`src/rtl/blob_pkg.sv`:
```
// Shared types and constants for the multi-channel blob hunter: FSM states,
// RGB333 field layout, accumulator width helpers and the colour-window match.
package blob_pkg;

  typedef enum logic [2:0] {
    ST_IDLE   = 3'd0,
    ST_SCAN   = 3'd1,
    ST_DRAIN  = 3'd2,
    ST_DIVIDE = 3'd3,
    ST_DONE   = 3'd4
  } state_e;

  localparam int unsigned PIX_FW  = 9;
  localparam int unsigned FIELD_W = 3;
  localparam int unsigned R_LSB   = 6;
  localparam int unsigned G_LSB   = 3;
  localparam int unsigned B_LSB   = 0;

  localparam int unsigned DEF_H  = 240;
  localparam int unsigned DEF_V  = 240;
  localparam int unsigned DEF_CW = 10;

  function automatic int unsigned cnt_width(input int unsigned h, input int unsigned v);
    return $clog2(h * v + 1);
  endfunction

  localparam int unsigned CNT_W = cnt_width(DEF_H, DEF_V);
  localparam int unsigned SUM_W = DEF_CW + CNT_W;

  function automatic logic field_in(input logic [PIX_FW-1:0] pix,
                                    input logic [PIX_FW-1:0] lo,
                                    input logic [PIX_FW-1:0] hi,
                                    input int unsigned       lsb);
    logic [FIELD_W-1:0] p, l, h;
    p = pix[lsb +: FIELD_W];
    l = lo[lsb +: FIELD_W];
    h = hi[lsb +: FIELD_W];
    return (p >= l) && (p <= h);
  endfunction

  // An inverted window (lo > hi) on any field can never be satisfied.
  function automatic logic pixel_match(input logic [PIX_FW-1:0] pix,
                                       input logic [PIX_FW-1:0] lo,
                                       input logic [PIX_FW-1:0] hi);
    return field_in(pix, lo, hi, R_LSB) &&
           field_in(pix, lo, hi, G_LSB) &&
           field_in(pix, lo, hi, B_LSB);
  endfunction

endpackage

```
`src/rtl/seq_divider.sv`:
```
// Unsigned restoring divider, one quotient bit per clock. The first step is
// taken in the start cycle, so a result appears exactly SUM_W cycles later.
module seq_divider #(
  parameter int unsigned SUM_W = blob_pkg::SUM_W,
  parameter int unsigned CNT_W = blob_pkg::CNT_W,
  parameter int unsigned Q_W   = SUM_W
) (
  input  logic             clk,
  input  logic             rst_n,
  input  logic             clear,
  input  logic             start,
  input  logic [SUM_W-1:0] dividend,
  input  logic [CNT_W-1:0] divisor,
  output logic             done,
  output logic [Q_W-1:0]   quotient
);

  localparam int unsigned STEP_W = $clog2(SUM_W + 1);

  logic [STEP_W-1:0] step_q, step_d;
  logic [CNT_W-1:0]  rem_q, rem_d, dvs_q, dvs_d;
  logic [SUM_W-1:0]  quo_q, quo_d;
  logic              done_q, done_d;

  logic [CNT_W-1:0] src_rem, src_dvs, diff;
  logic [SUM_W-1:0] src_quo;
  logic [CNT_W:0]   trial;
  logic             ge;

  always_comb begin
    src_rem = start ? '0 : rem_q;
    src_quo = start ? dividend : quo_q;
    src_dvs = start ? divisor : dvs_q;
    trial   = {src_rem, src_quo[SUM_W-1]};
    ge      = trial >= {1'b0, src_dvs};
    // When ge holds the true difference is below the divisor, so the low bits suffice.
    diff    = trial[CNT_W-1:0] - src_dvs;

    step_d = step_q;
    rem_d  = rem_q;
    dvs_d  = dvs_q;
    quo_d  = quo_q;
    done_d = 1'b0;

    if (clear) begin
      step_d = '0;
      rem_d  = '0;
      dvs_d  = '0;
      quo_d  = '0;
    end else if (start || (step_q != '0)) begin
      rem_d = ge ? diff : trial[CNT_W-1:0];
      quo_d = {src_quo[SUM_W-2:0], ge};
      if (start) begin
        dvs_d  = divisor;
        step_d = STEP_W'(SUM_W - 1);
        done_d = (SUM_W == 1);
      end else begin
        step_d = step_q - 1'b1;
        done_d = (step_q == STEP_W'(1));
      end
    end
  end

  always_ff @(posedge clk or negedge rst_n) begin
    if (!rst_n) begin
      step_q <= '0;
      rem_q  <= '0;
      dvs_q  <= '0;
      quo_q  <= '0;
      done_q <= 1'b0;
    end else begin
      step_q <= step_d;
      rem_q  <= rem_d;
      dvs_q  <= dvs_d;
      quo_q  <= quo_d;
      done_q <= done_d;
    end
  end

  assign done     = done_q;
  assign quotient = quo_q[Q_W-1:0];

endmodule

```
`src/rtl/multi_blob_hunt.sv`:
```
// Raster-scans the frame buffer, accumulates per-channel colour-window hits and
// resolves centroids through one shared sequential divider.
module multi_blob_hunt
  import blob_pkg::*;
#(
  parameter int unsigned H_PIXELS  = 240,
  parameter int unsigned V_PIXELS  = 240,
  parameter int unsigned CW        = 10,
  parameter int unsigned PIX_W     = 9,
  parameter int unsigned NUM_CH    = 3,
  parameter int unsigned MEM_LAT   = 2,
  parameter int unsigned MIN_COUNT = 16
) (
  input  logic                    clk,
  input  logic                    reset_n,
  input  logic                    start,
  input  logic                    abort,
  input  logic [NUM_CH*PIX_W-1:0] win_lo,
  input  logic [NUM_CH*PIX_W-1:0] win_hi,
  input  logic [PIX_W-1:0]        mem_pixel_data,
  output logic                    mem_request,
  output logic [CW-1:0]           mem_hcount,
  output logic [CW-1:0]           mem_vcount,
  output logic                    busy,
  output logic                    done,
  output logic [NUM_CH-1:0]       found,
  output logic [NUM_CH*CW-1:0]    blob_x,
  output logic [NUM_CH*CW-1:0]    blob_y
);

  localparam int unsigned ACC_CNT_W = cnt_width(H_PIXELS, V_PIXELS);
  localparam int unsigned ACC_SUM_W = CW + ACC_CNT_W;
  localparam int unsigned NUM_OP    = 2 * NUM_CH;
  localparam int unsigned OP_W      = $clog2(NUM_OP + 1);
  localparam logic [MEM_LAT-1:0] TV_LAST = MEM_LAT'(1) << (MEM_LAT - 1);

  state_e state_q, state_d;
  logic [CW-1:0]           h_q, h_d, v_q, v_d;
  logic [NUM_CH*PIX_W-1:0] lo_q, lo_d, hi_q, hi_d;
  logic [MEM_LAT-1:0]      tv_q, tv_d;
  logic [CW-1:0]           th_q [MEM_LAT];
  logic [CW-1:0]           th_d [MEM_LAT];
  logic [CW-1:0]           ty_q [MEM_LAT];
  logic [CW-1:0]           ty_d [MEM_LAT];

  logic [OP_W-1:0]         op_q, op_d, run_q, run_d;
  logic                    pend_q, pend_d;
  logic [CW-1:0]           res_q [NUM_OP];
  logic [CW-1:0]           res_d [NUM_OP];
  logic [NUM_CH-1:0]       found_q, found_d;
  logic [NUM_CH*CW-1:0]    bx_q, bx_d, by_q, by_d;

  logic                          abort_now, acc_en, acc_clr;
  logic [NUM_CH-1:0]             ok;
  logic [NUM_CH*ACC_SUM_W-1:0]   sum_x_flat, sum_y_flat;
  logic [NUM_CH*ACC_CNT_W-1:0]   cnt_flat;
  logic                          nxt_vld;
  logic [OP_W-1:0]               nxt_idx;
  logic                          div_start, div_done;
  logic [ACC_SUM_W-1:0]          div_dividend;
  logic [ACC_CNT_W-1:0]          div_divisor;
  logic [CW-1:0]                 div_quot;

  assign abort_now = abort && (state_q != ST_IDLE);
  assign acc_en    = tv_q[MEM_LAT-1];
  assign acc_clr   = abort_now || (state_q == ST_DONE);

  for (genvar c = 0; c < NUM_CH; c++) begin : g_ch
    logic [ACC_SUM_W-1:0] sx_q, sx_d, sy_q, sy_d;
    logic [ACC_CNT_W-1:0] n_q, n_d;
    logic                 hit;

    assign hit = pixel_match(mem_pixel_data, lo_q[c*PIX_W +: PIX_W], hi_q[c*PIX_W +: PIX_W]);

    always_comb begin
      sx_d = sx_q;
      sy_d = sy_q;
      n_d  = n_q;
      if (acc_clr) begin
        sx_d = '0;
        sy_d = '0;
        n_d  = '0;
      end else if (acc_en && hit) begin
        sx_d = sx_q + ACC_SUM_W'(th_q[MEM_LAT-1]);
        sy_d = sy_q + ACC_SUM_W'(ty_q[MEM_LAT-1]);
        n_d  = n_q + 1'b1;
      end
    end

    always_ff @(posedge clk or negedge reset_n) begin
      if (!reset_n) begin
        sx_q <= '0;
        sy_q <= '0;
        n_q  <= '0;
      end else begin
        sx_q <= sx_d;
        sy_q <= sy_d;
        n_q  <= n_d;
      end
    end

    assign ok[c] = n_q >= ACC_CNT_W'(MIN_COUNT);
    assign sum_x_flat[c*ACC_SUM_W +: ACC_SUM_W] = sx_q;
    assign sum_y_flat[c*ACC_SUM_W +: ACC_SUM_W] = sy_q;
    assign cnt_flat[c*ACC_CNT_W +: ACC_CNT_W]   = n_q;
  end

  // Lowest pending divide at or after op_q; under-threshold channels cost no cycles.
  always_comb begin
    nxt_vld = 1'b0;
    nxt_idx = '0;
    for (int unsigned k = NUM_OP; k > 0; k--) begin
      if ((OP_W'(k - 1) >= op_q) && ok[(k-1)/2]) begin
        nxt_vld = 1'b1;
        nxt_idx = OP_W'(k - 1);
      end
    end
  end

  always_comb begin
    int unsigned ch;
    ch           = 32'(nxt_idx) >> 1;
    div_dividend = nxt_idx[0] ? sum_y_flat[ch*ACC_SUM_W +: ACC_SUM_W]
                              : sum_x_flat[ch*ACC_SUM_W +: ACC_SUM_W];
    div_divisor  = cnt_flat[ch*ACC_CNT_W +: ACC_CNT_W];
  end

  always_comb begin
    tv_d    = tv_q;
    tv_d[0] = (state_q == ST_SCAN);
    th_d[0] = h_q;
    ty_d[0] = v_q;
    for (int unsigned i = 1; i < MEM_LAT; i++) begin
      tv_d[i] = tv_q[i-1];
      th_d[i] = th_q[i-1];
      ty_d[i] = ty_q[i-1];
    end
    if (abort_now) tv_d = '0;
  end

  always_comb begin
    state_d   = state_q;
    h_d       = h_q;
    v_d       = v_q;
    lo_d      = lo_q;
    hi_d      = hi_q;
    op_d      = op_q;
    run_d     = run_q;
    pend_d    = pend_q;
    res_d     = res_q;
    found_d   = found_q;
    bx_d      = bx_q;
    by_d      = by_q;
    div_start = 1'b0;

    case (state_q)
      ST_IDLE: begin
        if (start && !abort) begin
          state_d = ST_SCAN;
          lo_d    = win_lo;
          hi_d    = win_hi;
          h_d     = '0;
          v_d     = '0;
        end
      end
      ST_SCAN: begin
        if (h_q == CW'(H_PIXELS - 1)) begin
          h_d = '0;
          if (v_q == CW'(V_PIXELS - 1)) begin
            v_d     = '0;
            state_d = ST_DRAIN;
          end else begin
            v_d = v_q + 1'b1;
          end
        end else begin
          h_d = h_q + 1'b1;
        end
      end
      ST_DRAIN: begin
        if (tv_q == TV_LAST) state_d = ST_DIVIDE;
      end
      ST_DIVIDE: begin
        if (!pend_q || div_done) begin
          if (pend_q) res_d[run_q] = div_quot;
          if (nxt_vld) begin
            div_start = 1'b1;
            run_d     = nxt_idx;
            op_d      = nxt_idx + 1'b1;
            pend_d    = 1'b1;
          end else begin
            pend_d  = 1'b0;
            state_d = ST_DONE;
          end
        end
      end
      ST_DONE: begin
        state_d = ST_IDLE;
        op_d    = '0;
        found_d = ok;
        for (int unsigned c = 0; c < NUM_CH; c++) begin
          if (ok[c]) begin
            bx_d[c*CW +: CW] = res_q[2*c];
            by_d[c*CW +: CW] = res_q[2*c+1];
          end
        end
      end
      default: state_d = ST_IDLE;
    endcase

    if (abort_now) begin
      state_d   = ST_IDLE;
      h_d       = '0;
      v_d       = '0;
      op_d      = '0;
      pend_d    = 1'b0;
      div_start = 1'b0;
      found_d   = found_q;
      bx_d      = bx_q;
      by_d      = by_q;
    end
  end

  always_ff @(posedge clk or negedge reset_n) begin
    if (!reset_n) begin
      state_q <= ST_IDLE;
      h_q     <= '0;
      v_q     <= '0;
      lo_q    <= '0;
      hi_q    <= '0;
      tv_q    <= '0;
      op_q    <= '0;
      run_q   <= '0;
      pend_q  <= 1'b0;
      found_q <= '0;
      bx_q    <= '0;
      by_q    <= '0;
      for (int unsigned i = 0; i < MEM_LAT; i++) begin
        th_q[i] <= '0;
        ty_q[i] <= '0;
      end
      for (int unsigned i = 0; i < NUM_OP; i++) res_q[i] <= '0;
    end else begin
      state_q <= state_d;
      h_q     <= h_d;
      v_q     <= v_d;
      lo_q    <= lo_d;
      hi_q    <= hi_d;
      tv_q    <= tv_d;
      th_q    <= th_d;
      ty_q    <= ty_d;
      op_q    <= op_d;
      run_q   <= run_d;
      pend_q  <= pend_d;
      res_q   <= res_d;
      found_q <= found_d;
      bx_q    <= bx_d;
      by_q    <= by_d;
    end
  end

  seq_divider #(
    .SUM_W (ACC_SUM_W),
    .CNT_W (ACC_CNT_W),
    .Q_W   (CW)
  ) u_div (
    .clk      (clk),
    .rst_n    (reset_n),
    .clear    (abort_now),
    .start    (div_start),
    .dividend (div_dividend),
    .divisor  (div_divisor),
    .done     (div_done),
    .quotient (div_quot)
  );

  assign mem_request = (state_q == ST_SCAN) || (state_q == ST_DRAIN);
  assign mem_hcount  = h_q;
  assign mem_vcount  = v_q;
  assign busy        = (state_q != ST_IDLE);
  assign done        = (state_q == ST_DONE);
  assign found       = found_q;
  assign blob_x      = bx_q;
  assign blob_y      = by_q;

endmodule

```
`config.mk`:
```
export PLATFORM = sky130hd
export DESIGN_NAME = multi_blob_hunt
export DESIGN_NICKNAME = d
export VERILOG_FILES = /design/src/rtl/blob_pkg.sv /design/src/rtl/seq_divider.sv /design/src/rtl/multi_blob_hunt.sv
export SDC_FILE = /design/constraint.sdc
export NUM_CORES = 1
export LEC_CHECK = 0
export ABC_AREA = 1
export CAP_MARGIN = 15
export CORE_AREA = 2 2 232 234
export CTS_BUF_LIST = sky130_fd_sc_hd__clkbuf_8
export CTS_CLUSTER_DIAMETER = 30
export CTS_CLUSTER_SIZE = 24
export DETAILED_ROUTE_END_ITERATION = 16
export DIE_AREA = 0 0 234 236
export DONT_BUFFER_PORTS = 1
export GPL_TIMING_DRIVEN = 0
export PLACE_DENSITY_LB_ADDON = 0.15
export SETUP_SLACK_MARGIN = 0.1
export SYNTH_ARGS = -nofsm -noshare
export SYNTH_HDL_FRONTEND = slang
export SYNTH_HIERARCHICAL = 1
export SYNTH_SLANG_ARGS = --single-unit
```
`constraint.sdc`:
```
create_clock -name clk -period 4.27 [get_ports clk]
set_clock_uncertainty 0.15 [all_clocks]
set_input_delay 0.854 -clock clk [delete_from_list [all_inputs] [get_ports clk]]
set_output_delay 0.854 -clock clk [all_outputs]
set_load 0.01 [all_outputs]
```
==> summary.txt <==
largest net degree at the start of global routing -> 518
Max H-tree Level -> 3
fin crit share -> 0.931
WL final -> 99800 um
area leader, netlist -> dfrtp_1
crit path launch type -> flip-flop
CP Max Fanout -> 10
root buf cell -> clkbuf_8
# nets final -> 4474
CTS tree -> built
most frequent cells in the layout -> nand2_1, dfrtp_1, inv_1
Hold Crit Class -> primary input to asynchronous set/reset pin
Max VDD drop -> 0.354 mV
synth warn -> 6
Fin Hold WS -> -310 ps
most common cell after layout, fill and taps aside -> nand2_1
CTS max path bufs -> 3
Final Max Tran Viols -> 346
final RePlAce weighted congestion -> 1.03
Max Fclk -> 252 MHz
maxcap violations -> 0
post-DR wirelength/cell -> 19.7 um
IO Port Bufs -> 0
placed standard-cell area -> 32200 sq um
ANT nets after route -> 0
Clock Latency Late Sink -> 740 ps
Setup crit end kind -> flip-flop
status -> complete, but fails checks
crit path kind -> flip-flop to flip-flop
DR DRC count -> 0
Max-slew headroom -> -0.421
CTS sink count -> 517
Mapped Area -> 31300 sq um
Core Util, Final -> 0.665
Slew @ Worst Pin -> 2130 ps
sequential area share after synthesis -> 0.413
synthesized area per cell -> 7.59 sq um
Mapped Nets -> 4347
via count -> 29400
initial core utilization -> 0.590
global-route wire length before repair -> 155000 um
Worst Path Arrival -> 4410 ps
die area -> 55200 sq um
Worst-path clk slew -> 70 ps
P&R area growth vs syn -> 12.6%
Die W -> 234 um
number of DRC markers in iteration 0 -> 3016
Fillers -> 4663
PwrDens -> 551 nW/um^2
# setup viols final -> 0
Crit Reg-Reg Startpoint -> g_ch[2].n_q[4]$_DFFE_PN0P_
Detailed Routing Iterations Pass 1 -> 6
Finished Cell Area -> 35300 sq um
Remaining Overflow, GRT -> 0
top-area cell type share of the netlist area -> 0.413
Site Rows -> 85
TritonCTS buffer count -> 111
violated checks -> hold timing, slew limit
Mapped Cells -> 4131
vias per cell -> 5.81
EDFF count, synth -> 0
antenna violations before repair -> 2
Post-DP HPWL -> 73800 um
RSZ-0062 raised after global routing -> no
Hold Violations, Final -> 168
total track usage -> 0.363
Main synth FF type -> dfrtp_1
I/O Pins -> 153
Final min period -> 3980 ps
top post-synthesis cells by area -> dfrtp_1, nand2_1, ha_1
vias in the first global route -> 27800
Pleak -> 17.6 nW
Synth cell types -> 52
core area -> 53100 sq um
layout cells sized above 1 -> 0.110
worst setup path start -> g_ch[2].n_q[4]$_DFFE_PN0P_
Seq cells post-synth -> 517
FFs w/ async S/R, synth -> 1.00
Die Y -> 236 um
Worst EP required -> 4710 ps
[metal layers]
layer,vias up,global-route usage,share of wire
li1,13900,-,-
met1,13900,0.510,0.43
met2,1291,0.547,0.44
met3,268,0.0724,0.087
met4,2,0.152,0.044
met5,-,0,0.00010
[power breakdown]
part	total, mW	switching (mW)	internal [mW]
Sequential	5.84	0.361	5.48
Clock	6.57	2.56	4.02
Combinational	7.04	4.82	2.22
Total	19.5	7.74	11.7
[kinds of logic (layout without fill, tap and decap cells)]
logic type | after synthesis | after routing | synth area share
muxes | 74 | 74 | 0.0260
xor gates and xnor gates | 73 | 73 | 0.0204
DFF | 517 | 517 | 0.413
adders and majority gates | 149 | 149 | 0.0612
other | 0 | 4 | 0
AOI/OAI and AO/OA | 627 | 627 | 0.109
and+or+nand+nor | 2080 | 2080 | 0.288
buffers and inverters | 611 | 834 | 0.0822
[repair_timing]
action / in CTS / in global routing
setup endpoints to repair: 17 / 17
buffers inserted: 3 / 10
pin swaps: 2 / 7
gates cloned: 0 / 1
resized for setup: 27 / 54
hold endpoints to repair: 517 / 517
[critical path: stages, from the launching register on]
cell	delay, ps
dfrtp_1	360
buf_2	180
nor2_1	120
nand2_1	60
nor2_1	100
nand2_2	120
nand3_1	160
nand3_4	150
nand2_4	130
buf_4	180
buf_4	200
nand2_1	90
o211ai_1	160
nand2_2	170
o21ai_1	230
ha_2	250
fa_2	230
inv_2	60
nand3_1	80
nand3_2	120
a21oi_1	180
xor2_1	160
nand2_1	70
nand3_1	70
nand2_1	50
[registers in the layout (all words and copies together) (netlist names), 5 cells and up]
register      count
g_ch.n_q         48
u_div/rem_q      16
hi_q             27
u_div/dvs_q      16
mem_hcount       10
g_ch.sy_q        78
th_q             10
u_div/quo_q      26
th_d             10
ty_q             10
g_ch.sx_q        78
ty_d             10
res_q            60
lo_q             27
blob_x           30
mem_vcount       10
blob_y           30
u_div/step_q      5
[per-stage QoR]
step | setup slack [ps] | std cells | total power [mW] | setup TNS [ps]
floorplan | 637 | 4131 | 10.3 | 0
global placement | -589 | 4827 | 12.3 | -8060
detailed placement | -580 | 4827 | 12.4 | -8440
CTS | 136 | 5039 | 19.1 | 0
global route | 103 | 5052 | 20.5 | 0
finish | 294 | 5054 | 19.5 | 0
[final cells by class]
cell class                      instances  area [sq um]  area share
Timing Repair Buffer                   14           135     0.00383
Multi-Input combinational cell       3003         15900       0.451
Clock inverter                         86          1090      0.0308
Antenna cell                            4          10.0    0.000284
Buffer                                171           975      0.0276
Sequential cell                       517         12900       0.367
Inverter                              440          1660      0.0469
Clock buffer                          123          1690      0.0480
Tap cell                              696           871      0.0247
[synth_stat cells (all sizes together), types with 9 or more instances]
cell type / instances
o31ai: 13
o21ai: 343
o211ai: 40
a22o: 9
nor3: 81
nand3: 345
nand2: 1142
dfrtp: 517
a21o: 10
mux2i: 14
o22ai: 41
buf: 119
clkbuf: 52
xnor2: 45
nand3b: 28
or2: 10
nor2: 330
mux2: 60
ha: 142
inv: 439
nand4: 113
nor4: 12
nor3b: 11
a21oi: 151
xor2: 28
[path summary, 6_finish.rpt]
path / end / slack, ps / depth (start not counted)
hold reg to reg: th_q[7]$_DFF_PN0_ / 200 / 0
hold / removal: g_ch[2].sx_q[18]$_DFFE_PN0P_ / -310 / 0
max in group asynchronous: g_ch[1].n_q[4]$_DFFE_PN0P_ / 2570 / 0
setup / recovery: u_div/rem_q[8]$_DFFE_PN0P_ / 290 / 24
setup reg to reg: u_div/rem_q[8]$_DFFE_PN0P_ / 290 / 24
min in group clk: lo_q[15]$_DFFE_PN0P_ / 80 / 2
Note: power is estimated with default switching activity, not from simulation.
